`src/rtl/stack_ctrl_pkg.sv`:
```
// Shared encodings for the stack sequencer and the register_stack datapath.
package stack_ctrl_pkg;

    // Stack commands understood by register_stack
    localparam logic [2:0] SOP_NOP      = 3'd0;
    localparam logic [2:0] SOP_PUSH     = 3'd1;
    localparam logic [2:0] SOP_POP      = 3'd2;
    localparam logic [2:0] SOP_POP2PUSH = 3'd3;
    localparam logic [2:0] SOP_CLEAR    = 3'd4;

    // Instruction opcodes
    localparam logic [1:0] OP_PUSHI = 2'b00;
    localparam logic [1:0] OP_POP   = 2'b01;
    localparam logic [1:0] OP_ALU   = 2'b10;
    localparam logic [1:0] OP_CLEAR = 2'b11;

    // Error codes
    localparam logic [1:0] ERR_NONE = 2'b00;
    localparam logic [1:0] ERR_OVF  = 2'b01;
    localparam logic [1:0] ERR_UNF  = 2'b10;

    typedef enum logic [1:0] {
        S_IDLE   = 2'd0,
        S_SETTLE = 2'd1,
        S_COMMIT = 2'd2,
        S_ERR    = 2'd3
    } state_t;

    // Stack-bound check for an instruction about to be accepted
    function automatic logic [1:0] instr_err_code(
        input logic [1:0] op,
        input logic       full,
        input logic       empty,
        input logic       lt2
    );
        logic [1:0] code;
        code = ERR_NONE;
        case (op)
            OP_PUSHI: if (full)  code = ERR_OVF;
            OP_POP:   if (empty) code = ERR_UNF;
            OP_ALU:   if (lt2)   code = ERR_UNF;
            default:  code = ERR_NONE;
        endcase
        return code;
    endfunction

endpackage

```
`src/rtl/stack_depth_tracker.sv`:
```
// Stack occupancy counter with full/empty/fewer-than-two status.
module stack_depth_tracker #(
    parameter int DEPTH = 8
) (
    input  logic                         clk,
    input  logic                         reset,
    input  logic                         inc,
    input  logic                         dec,
    input  logic                         clr,
    output logic [$clog2(DEPTH+1)-1:0]   depth,
    output logic                         full,
    output logic                         empty,
    output logic                         lt2
);

    localparam int DW = $clog2(DEPTH + 1);

    // Occupancy register; clear wins, callers never raise inc and dec together
    always_ff @(posedge clk or negedge reset) begin
        if (!reset) begin
            depth <= '0;
        end else if (clr) begin
            depth <= '0;
        end else if (inc) begin
            depth <= depth + DW'(1);
        end else if (dec) begin
            depth <= depth - DW'(1);
        end
    end

    // Status decode used by the accept-time bound checks
    always_comb begin
        full  = (depth == DW'(DEPTH));
        empty = (depth == '0);
        lt2   = (depth <= DW'(1));
    end

endmodule

```
`src/rtl/stack_sequencer.sv`:
```
// Instruction-level controller driving registered stack/ALU/mux controls.
module stack_sequencer
    import stack_ctrl_pkg::*;
#(
    parameter int DEPTH   = 8,
    parameter int ALU_LAT = 1,
    parameter int W       = 16
) (
    input  logic                         CLK,
    input  logic                         reset,
    input  logic                         instr_valid,
    output logic                         instr_ready,
    input  logic [1:0]                   instr_op,
    input  logic [W-1:0]                 instr_imm,
    input  logic [3:0]                   instr_alu,
    input  logic                         Overflow,
    output logic [2:0]                   stackOP,
    output logic [3:0]                   aluOP,
    output logic                         mux_selector,
    output logic [W-1:0]                 immediate,
    output logic                         done,
    output logic                         err,
    output logic [1:0]                   err_code,
    output logic                         ovf_flag,
    output logic [$clog2(DEPTH+1)-1:0]   depth
);

    localparam int CNT_W = (ALU_LAT > 1) ? $clog2(ALU_LAT) : 1;

    state_t             state, state_nx;
    logic [CNT_W-1:0]   cnt, cnt_nx;
    logic [1:0]         cur_op, cur_op_nx;
    logic [2:0]         stack_op_nx;
    logic [3:0]         alu_op_nx;
    logic               mux_sel_nx;
    logic [W-1:0]       imm_nx;
    logic               done_nx, err_nx, ovf_nx;
    logic [1:0]         err_code_nx, chk_code;
    logic               depth_inc, depth_dec, depth_clr;
    logic               full, empty, lt2;

    stack_depth_tracker #(.DEPTH(DEPTH)) u_depth (
        .clk   (CLK),
        .reset (reset),
        .inc   (depth_inc),
        .dec   (depth_dec),
        .clr   (depth_clr),
        .depth (depth),
        .full  (full),
        .empty (empty),
        .lt2   (lt2)
    );

    assign instr_ready = (state == S_IDLE);
    assign chk_code    = instr_err_code(instr_op, full, empty, lt2);

    // State and registered control outputs
    always_ff @(posedge CLK or negedge reset) begin
        if (!reset) begin
            state        <= S_IDLE;
            cnt          <= '0;
            cur_op       <= OP_PUSHI;
            stackOP      <= SOP_NOP;
            aluOP        <= '0;
            mux_selector <= 1'b0;
            immediate    <= '0;
            done         <= 1'b0;
            err          <= 1'b0;
            err_code     <= ERR_NONE;
            ovf_flag     <= 1'b0;
        end else begin
            state        <= state_nx;
            cnt          <= cnt_nx;
            cur_op       <= cur_op_nx;
            stackOP      <= stack_op_nx;
            aluOP        <= alu_op_nx;
            mux_selector <= mux_sel_nx;
            immediate    <= imm_nx;
            done         <= done_nx;
            err          <= err_nx;
            err_code     <= err_code_nx;
            ovf_flag     <= ovf_nx;
        end
    end

    // Next-state and next-output decode; stackOP falls back to NOP every cycle
    always_comb begin
        state_nx    = state;
        cnt_nx      = cnt;
        cur_op_nx   = cur_op;
        stack_op_nx = SOP_NOP;
        alu_op_nx   = aluOP;
        mux_sel_nx  = mux_selector;
        imm_nx      = immediate;
        done_nx     = 1'b0;
        err_nx      = err;
        err_code_nx = err_code;
        ovf_nx      = ovf_flag;
        depth_inc   = 1'b0;
        depth_dec   = 1'b0;
        depth_clr   = 1'b0;

        case (state)
            S_IDLE: begin
                if (instr_valid) begin
                    cur_op_nx = instr_op;
                    if (chk_code != ERR_NONE) begin
                        state_nx    = S_ERR;
                        err_nx      = 1'b1;
                        err_code_nx = chk_code;
                    end else begin
                        case (instr_op)
                            OP_PUSHI: begin
                                state_nx    = S_COMMIT;
                                stack_op_nx = SOP_PUSH;
                                mux_sel_nx  = 1'b1;
                                imm_nx      = instr_imm;
                            end
                            OP_POP: begin
                                state_nx    = S_COMMIT;
                                stack_op_nx = SOP_POP;
                            end
                            OP_ALU: begin
                                alu_op_nx  = instr_alu;
                                mux_sel_nx = 1'b0;
                                if (ALU_LAT == 0) begin
                                    state_nx    = S_COMMIT;
                                    stack_op_nx = SOP_POP2PUSH;
                                end else begin
                                    state_nx = S_SETTLE;
                                    cnt_nx   = CNT_W'(ALU_LAT - 1);
                                end
                            end
                            default: begin
                                state_nx    = S_COMMIT;
                                stack_op_nx = SOP_CLEAR;
                            end
                        endcase
                    end
                end
            end
            S_SETTLE: begin
                if (cnt == '0) begin
                    state_nx    = S_COMMIT;
                    stack_op_nx = SOP_POP2PUSH;
                end else begin
                    cnt_nx = cnt - CNT_W'(1);
                end
            end
            S_COMMIT: begin
                state_nx = S_IDLE;
                done_nx  = 1'b1;
                case (cur_op)
                    OP_PUSHI: depth_inc = 1'b1;
                    OP_POP:   depth_dec = 1'b1;
                    OP_ALU: begin
                        depth_dec = 1'b1;
                        ovf_nx    = ovf_flag | Overflow;
                    end
                    default: begin
                        depth_clr = 1'b1;
                        ovf_nx    = 1'b0;
                    end
                endcase
            end
            S_ERR: begin
                if (instr_valid && instr_op == OP_CLEAR) begin
                    state_nx    = S_IDLE;
                    err_nx      = 1'b0;
                    err_code_nx = ERR_NONE;
                end
            end
            default: state_nx = S_IDLE;
        endcase
    end

endmodule

```
`config.mk`:
```
export PLATFORM = sky130hd
export DESIGN_NAME = stack_sequencer
export DESIGN_NICKNAME = d
export VERILOG_FILES = /design/src/rtl/stack_ctrl_pkg.sv /design/src/rtl/stack_depth_tracker.sv /design/src/rtl/stack_sequencer.sv
export SDC_FILE = /design/constraint.sdc
export NUM_CORES = 1
export LEC_CHECK = 0
export CORE_MARGIN = 4
export CORE_UTILIZATION = 42
export DETAILED_ROUTE_END_ITERATION = 6
export PLACE_DENSITY = 0.71
export SKIP_CTS_REPAIR_TIMING = 1
export SLEW_MARGIN = 20
export SYNTH_ARGS = -nofsm -noshare
export SYNTH_HDL_FRONTEND = slang
export SYNTH_HIERARCHICAL = 1
export SYNTH_SLANG_ARGS = --single-unit
```
`constraint.sdc`:
```
create_clock -name CLK -period 2.7 [get_ports CLK]
set_clock_uncertainty 0.2 [all_clocks]
set_input_delay 0.27 -clock CLK [delete_from_list [all_inputs] [get_ports CLK]]
set_output_delay 0.27 -clock CLK [all_outputs]
set_load 0.01 [all_outputs]
```
* After elaboration in Yosys (flattened, before gate mapping)
Cells that the tools add are included.
** Storage, ports and cells
- Register bits :: 38
- Bits in latches :: 0
- Bits in read-only memories :: 0
- Memories kept :: 0
- Input port bits :: 26
- Word-level logic and storage cells :: 94
- Output and inout bits :: 34
- Memory bits (writable) :: 0
** Cells by class
- Bitwise logic cells :: 3
- Reductions and logical operators :: 21
- Mux-type cells :: 39
- Magnitude comparators :: 1
- $add $sub $neg :: 3
- $mul :: 0
- Shift operators :: 0
- Equality and inequality tests :: 15
- Divide/modulo/power cells :: 0
** Operators with widths (number)
- 2-bit two-way mux :: 10
- 4-bit AND reduction :: 5
- 1-bit two-way mux :: 15
- 4-bit two-way mux :: 3
- 2-bit == test, second input constant :: 5
- 3-bit case mux with 3 select lines :: 1
- 2-bit inequality test, second input constant :: 4
- 1-bit case mux with 2 select lines :: 4
- 2-bit case mux with 4 select lines :: 1
- 2-bit nonzero test :: 4
- 2-bit by 1-bit == test with 1-bit output, second input constant :: 3
- 2-bit logical NOT :: 3
- 3-bit two-way mux :: 2
- 2-bit case mux with 3 select lines :: 1
- 3-bit case mux with 2 select lines :: 1
- 4-bit by 1-bit adder with 4-bit output, second input constant :: 1
- 4-bit == test, second input constant :: 1
- 4-bit by 1-bit <= comparator with 1-bit output, second input constant :: 1
- 4-bit logical NOT :: 1
- 2-bit by 1-bit inequality test with 1-bit output, second input constant :: 2
- 2-bit case mux with 2 select lines :: 1
- 2-bit AND reduction :: 2
- 2-bit OR reduction :: 2
- 4-bit by 1-bit subtractor with 4-bit output, second input constant :: 1
- other kinds (7) :: 8

* Logic depth before layout (Yosys ltp)
- Depth after elaboration :: 7
- Depth in mapped cells :: 8
- Gate-level depth less buffers :: 8

* Modules after synthesis
Netlist, hierarchy kept.
** Modules (own cells, without submodules)
- stack_sequencer :: instances 1, seq. area each 825.8 sq um, area an instance 1515.2 sq um, cells an instance 115
- stack_depth_tracker :: instances 1, seq. area each 100.1 sq um, area an instance 304.0 sq um, cells an instance 32

* Worst setup path before layout
Ideal clock, no wire load.
- Path type :: reg-to-reg
- Start point :: register u_depth.depth[0]
- End point :: register immediate[15]
- Setup time :: 0.125 ns
- Cell stages (with the launch flop) :: 8
- Buffers on the path :: 2
- Slack :: 0.356 ns
- Clock period less this slack :: 2.344 ns
- Data required time :: 2.375 ns
- Data arrival time :: 2.019 ns
- Cells stage by stage :: dfrtp_1 > inv_1 > ha_1 > and3b_2 > or4_4 > buf_6 > buf_12 > mux2_4
** On the way
- Cells in the longest elaborated chain, start to end :: 6
- Elaborated cells between the ends (all ways) :: 10
- Classes of those cells :: 1 x order compare; 1 x eq/ne; 4 x mux; 1 x bitwise; 3 x reduce/logical
** RTL lines
- start, declared :: line stack_depth_tracker.sv:10 : output logic [$clog2(DEPTH+1)-1:0] depth,
- start signal, assigned :: line stack_depth_tracker.sv:25 : depth <= depth + DW'(1);
- start signal, assigned :: line stack_depth_tracker.sv:27 : depth <= depth - DW'(1);
- 4-bit == test :: line stack_depth_tracker.sv:33 : full = (depth == DW'(DEPTH));
- via full :: line stack_sequencer.sv:40 : logic full, empty, lt2;
- 1-bit two-way mux :: line stack_ctrl_pkg.sv:39 : OP_PUSHI: if (full) code = ERR_OVF;
- 2-bit case mux with 3 select lines :: line stack_ctrl_pkg.sv:38 : case (op)
- 2-bit nonzero test :: line stack_sequencer.sv:107 : if (chk_code != ERR_NONE) begin
- 1-bit inverter (no source line)
- 4-bit AND reduction (no source line)
- end signal, assigned :: line stack_sequencer.sv:78 : immediate <= imm_nx;
- end, declared :: line stack_sequencer.sv:20 : output logic [W-1:0] immediate,
The timed path passes the listed nets, and every way through them passes these cells.
A chain may end at the register's enable or synchronous reset.

* Worst setup path after layout
- Start point :: register u_depth.depth[0]
- End point :: register immediate[4]
The elaborated chain is that of the path after synthesis.

==> results by group <==
Outcome
  • Status: complete, no violations

Power
  • Tot Pwr: 2.784 mW
  • Combinational share of power: 50.0%
  • Clock Power Share: 12.8%
  • P_int: 1.821 mW
  • VDD IR max: 0.0004385 V
  • Switching pwr: 0.9625 mW
  • Switching share of power: 34.57%
  • Power share of the sequential group: 37.2%
  • Power density cells: 1108 nW/µm²
  • Leak Pwr: 1.123 nW

Setup path
  • Worst Setup End Kind: flop
  • Critical path peak fanout: 18
  • Reg2Reg Capture Point: immediate[4]
  • Worst R2R Path Depth: 5
  • Setup Crit Path Kind: reg -> reg
  • CP startpoint: u_depth/depth[0]
  • Worst r2r src: u_depth/depth[0]
  • Critical Path RT: 2.66 ns
  • Startpoint Class: flop
  • Crit path DAT: 2.31 ns
  • R2r setup slk: 0.35 ns

Die
  • Core Region: 4086 µm²
  • Die X: 73.82 µm
  • Die H: 73.82 µm
  • Die footprint: 5449 µm²
  • Row cnt: 23
  • IO Pins: 60
  • Initial Util: 44.52%

Route
  • Drt initial violations: 79
  • Antenna-violating nets left: 0
  • WL/cell: 15.25 µm
  • DR pass1 iterations: 4
  • Drt drc: 0
  • Vias per cell: 5.112
  • WL final: 3.965 mm
  • Via count: 1,329

Final layout
  • Final instance area: 2512 µm²
  • N_diodes: 0
  • Layout cells sized above 1: 19.52%
  • Area Overhead vs Synth: 38.10%
  • Final core utilization: 61.48%
  • Layout Nets: 243

Synth
  • Post-synthesis compound-gate area fraction: 8.253%
  • Synth Area in Simple Gates: 14.86%
  • Most used DFF post-synth: dfrtp_1
  • Xor/xnor share of the synthesized area: 0.4814%
  • Synth top area share: 50.89%
  • Top-count cell post-synth: dfrtp_1
  • Post-synthesis register bit count: 37
  • Yosys top cell by area: dfrtp_1
  • Post-Syn Nets: 181
  • Area contributors post-synth: dfrtp_1, mux2_2, mux2_4
  • Syn Std Cell Area: 1819 µm²
  • Synth cell types: 39
  • Cells after synthesis: 147
  • Post-synthesis mux area share: 15.20%
  • Avg Cell Area, Syn: 12.38 µm²
  • Top cells by count, synth: dfrtp_1, mux2_2, a21oi_1, nand2_1, nor2_1
  • Register area share after synthesis: 50.89%
  • Largest family of logic cells by synthesized area: multiplexers
  • Post-synth ARST share: 100.0%
  • EDFF count, synth: 0
  • Warnings from Yosys: 6
  • Post-Synth Adder-Cell Area: 5.502%

Timing
  • Hold WS: 0.2034 ns
  • Fin crit share: 87.14%
  • Worst slew margin relative to its limit: 60.30%
  • Setup TNS: 0 ns
  • Endpoints failing setup: 0
  • Final count of hold timing violations: 0
  • Worst-Margin Slew: 0.5893 ns
  • Final Max Slew Viols: 0
  • Achievable Freq: 425.0 MHz
  • RSZ-0062 raised after global routing: no
  • Crit path time final: 2.353 ns

GRT
  • GR Util All Layers: 15.47%
  • First-pass GRT wire length: 6.492 mm
  • Initial antenna violation count: 0
  • Largest net degree at the start of global routing: 38
  • Grt ovf: 0
  • Vias in the first global route: 1,396

Clock network
  • CTS Sinks: 37
  • Num CTS Buffers: 5
  • CTS tree: yes
  • H-tree levels: 2
  • Clk Latency, worst-skew pair: 0.28 ns
  • Clk buf depth: 2
  • Clk root buf: clkbuf_8
  • Reg clk slew, reported paths: 0.07 ns

Worst hold path
  • Worst hold path type: in -> async

Job
  • Total of max-cap violations: 0

Placement
  • Dpl cell area: 2430 µm²
  • GPL Wtd Cong: 0.9017
  • DP HPWL: 2.993 mm
  • IO Port Bufs: 59
-- registers in the layout, summed over array words and instances (netlist names) --
name and flops:
err_code 2, stackOP 3, cur_op 2, done 1, u_depth/depth 4, ovf_flag 1
err 1, state 2, aluOP 4, mux_selector 1, immediate 16
-- power groups by stage --
| stage | Combinational [mW] | Clock, mW | Sequential (mW) |
|---|---|---|---|
| after global routing | 1.52 | 0.405 | 1.07 |
| after detailed placement | 1.40 | 0 | 1.05 |
| after floorplan | 0.682 | 0 | 1.09 |
| after CTS | 1.41 | 0.375 | 1.04 |
| after global placement | 1.36 | 0 | 1.03 |
| final | 1.39 | 0.357 | 1.04 |
-- cell type report --
cell class,count,area (µm²)
fill,324,1574
sequential,37,925.9
multi-input combinational,96,805.8
timing repair buffer,61,605.6
clock buffer,6,72.57
tap,50,62.56
inverter,8,30.03
clock inverter,2,10.01
-- per-stage QoR --
step | setup slack, ns | instances
floorplan | 0.3556 | 147
global placement | 0.4152 | 252
detailed placement | 0.3598 | 252
CTS | 0.3434 | 260
global route | 0.1275 | 260
finish | 0.3473 | 260
-- how the worst max path moves through the flow --
stage                         end  slack, ns  cells after the start
floorplan           immediate[15]       0.36                      7
global placement     immediate[2]       0.42                      5
detailed placement   immediate[7]       0.36                      5
CTS                  immediate[4]       0.34                      5
global route          err_code[0]       0.13                      7
finish               immediate[4]       0.35                      5
-- layer usage --
layer  global-route usage, %  vias to the layer above  wire length, µm
li1                        -                      638                -
met1                   19.60                      632             1671
met2                   25.69                       57             1905
met3                   5.062                        2              373
met4                   3.421                        0               14
met5                       0                        -                0
-- kinds of logic (layout without fill, tap and decap cells) --
family / count (synthesis) / after routing
simple gates: 41 / 41
xor+xnor: 1 / 1
compound gates: 24 / 24
mux: 22 / 22
flops: 37 / 37
fa+ha+maj: 8 / 8
buf+inv: 14 / 77
-- cells in the final DEF (no fill, tap or decap), types with 2 or more instances in the layout --
master            n
nand2_1           9
a31oi_1           2
o31ai_1           3
dfrtp_1          37
a21oi_1           9
nand3_1           2
a21boi_0          2
o21ai_0           4
nor3_1            2
and3_2            3
a211o_1           2
mux2_2           12
clkdlybuf4s50_1  59
nor2_1            9
nand3b_1          2
mux2_4            8
ha_1              8
buf_4             2
inv_1             8
clkbuf_8          5
and3b_2           2
clkinv_2          2
-- critical path, stage by stage, from the launching register on --
cell     delay, ns
dfrtp_1       0.46
inv_1         0.12
ha_1          0.22
and3b_2       0.23
or4_4         0.65
mux2_4        0.35
Power figures use the tool's default switching activity.
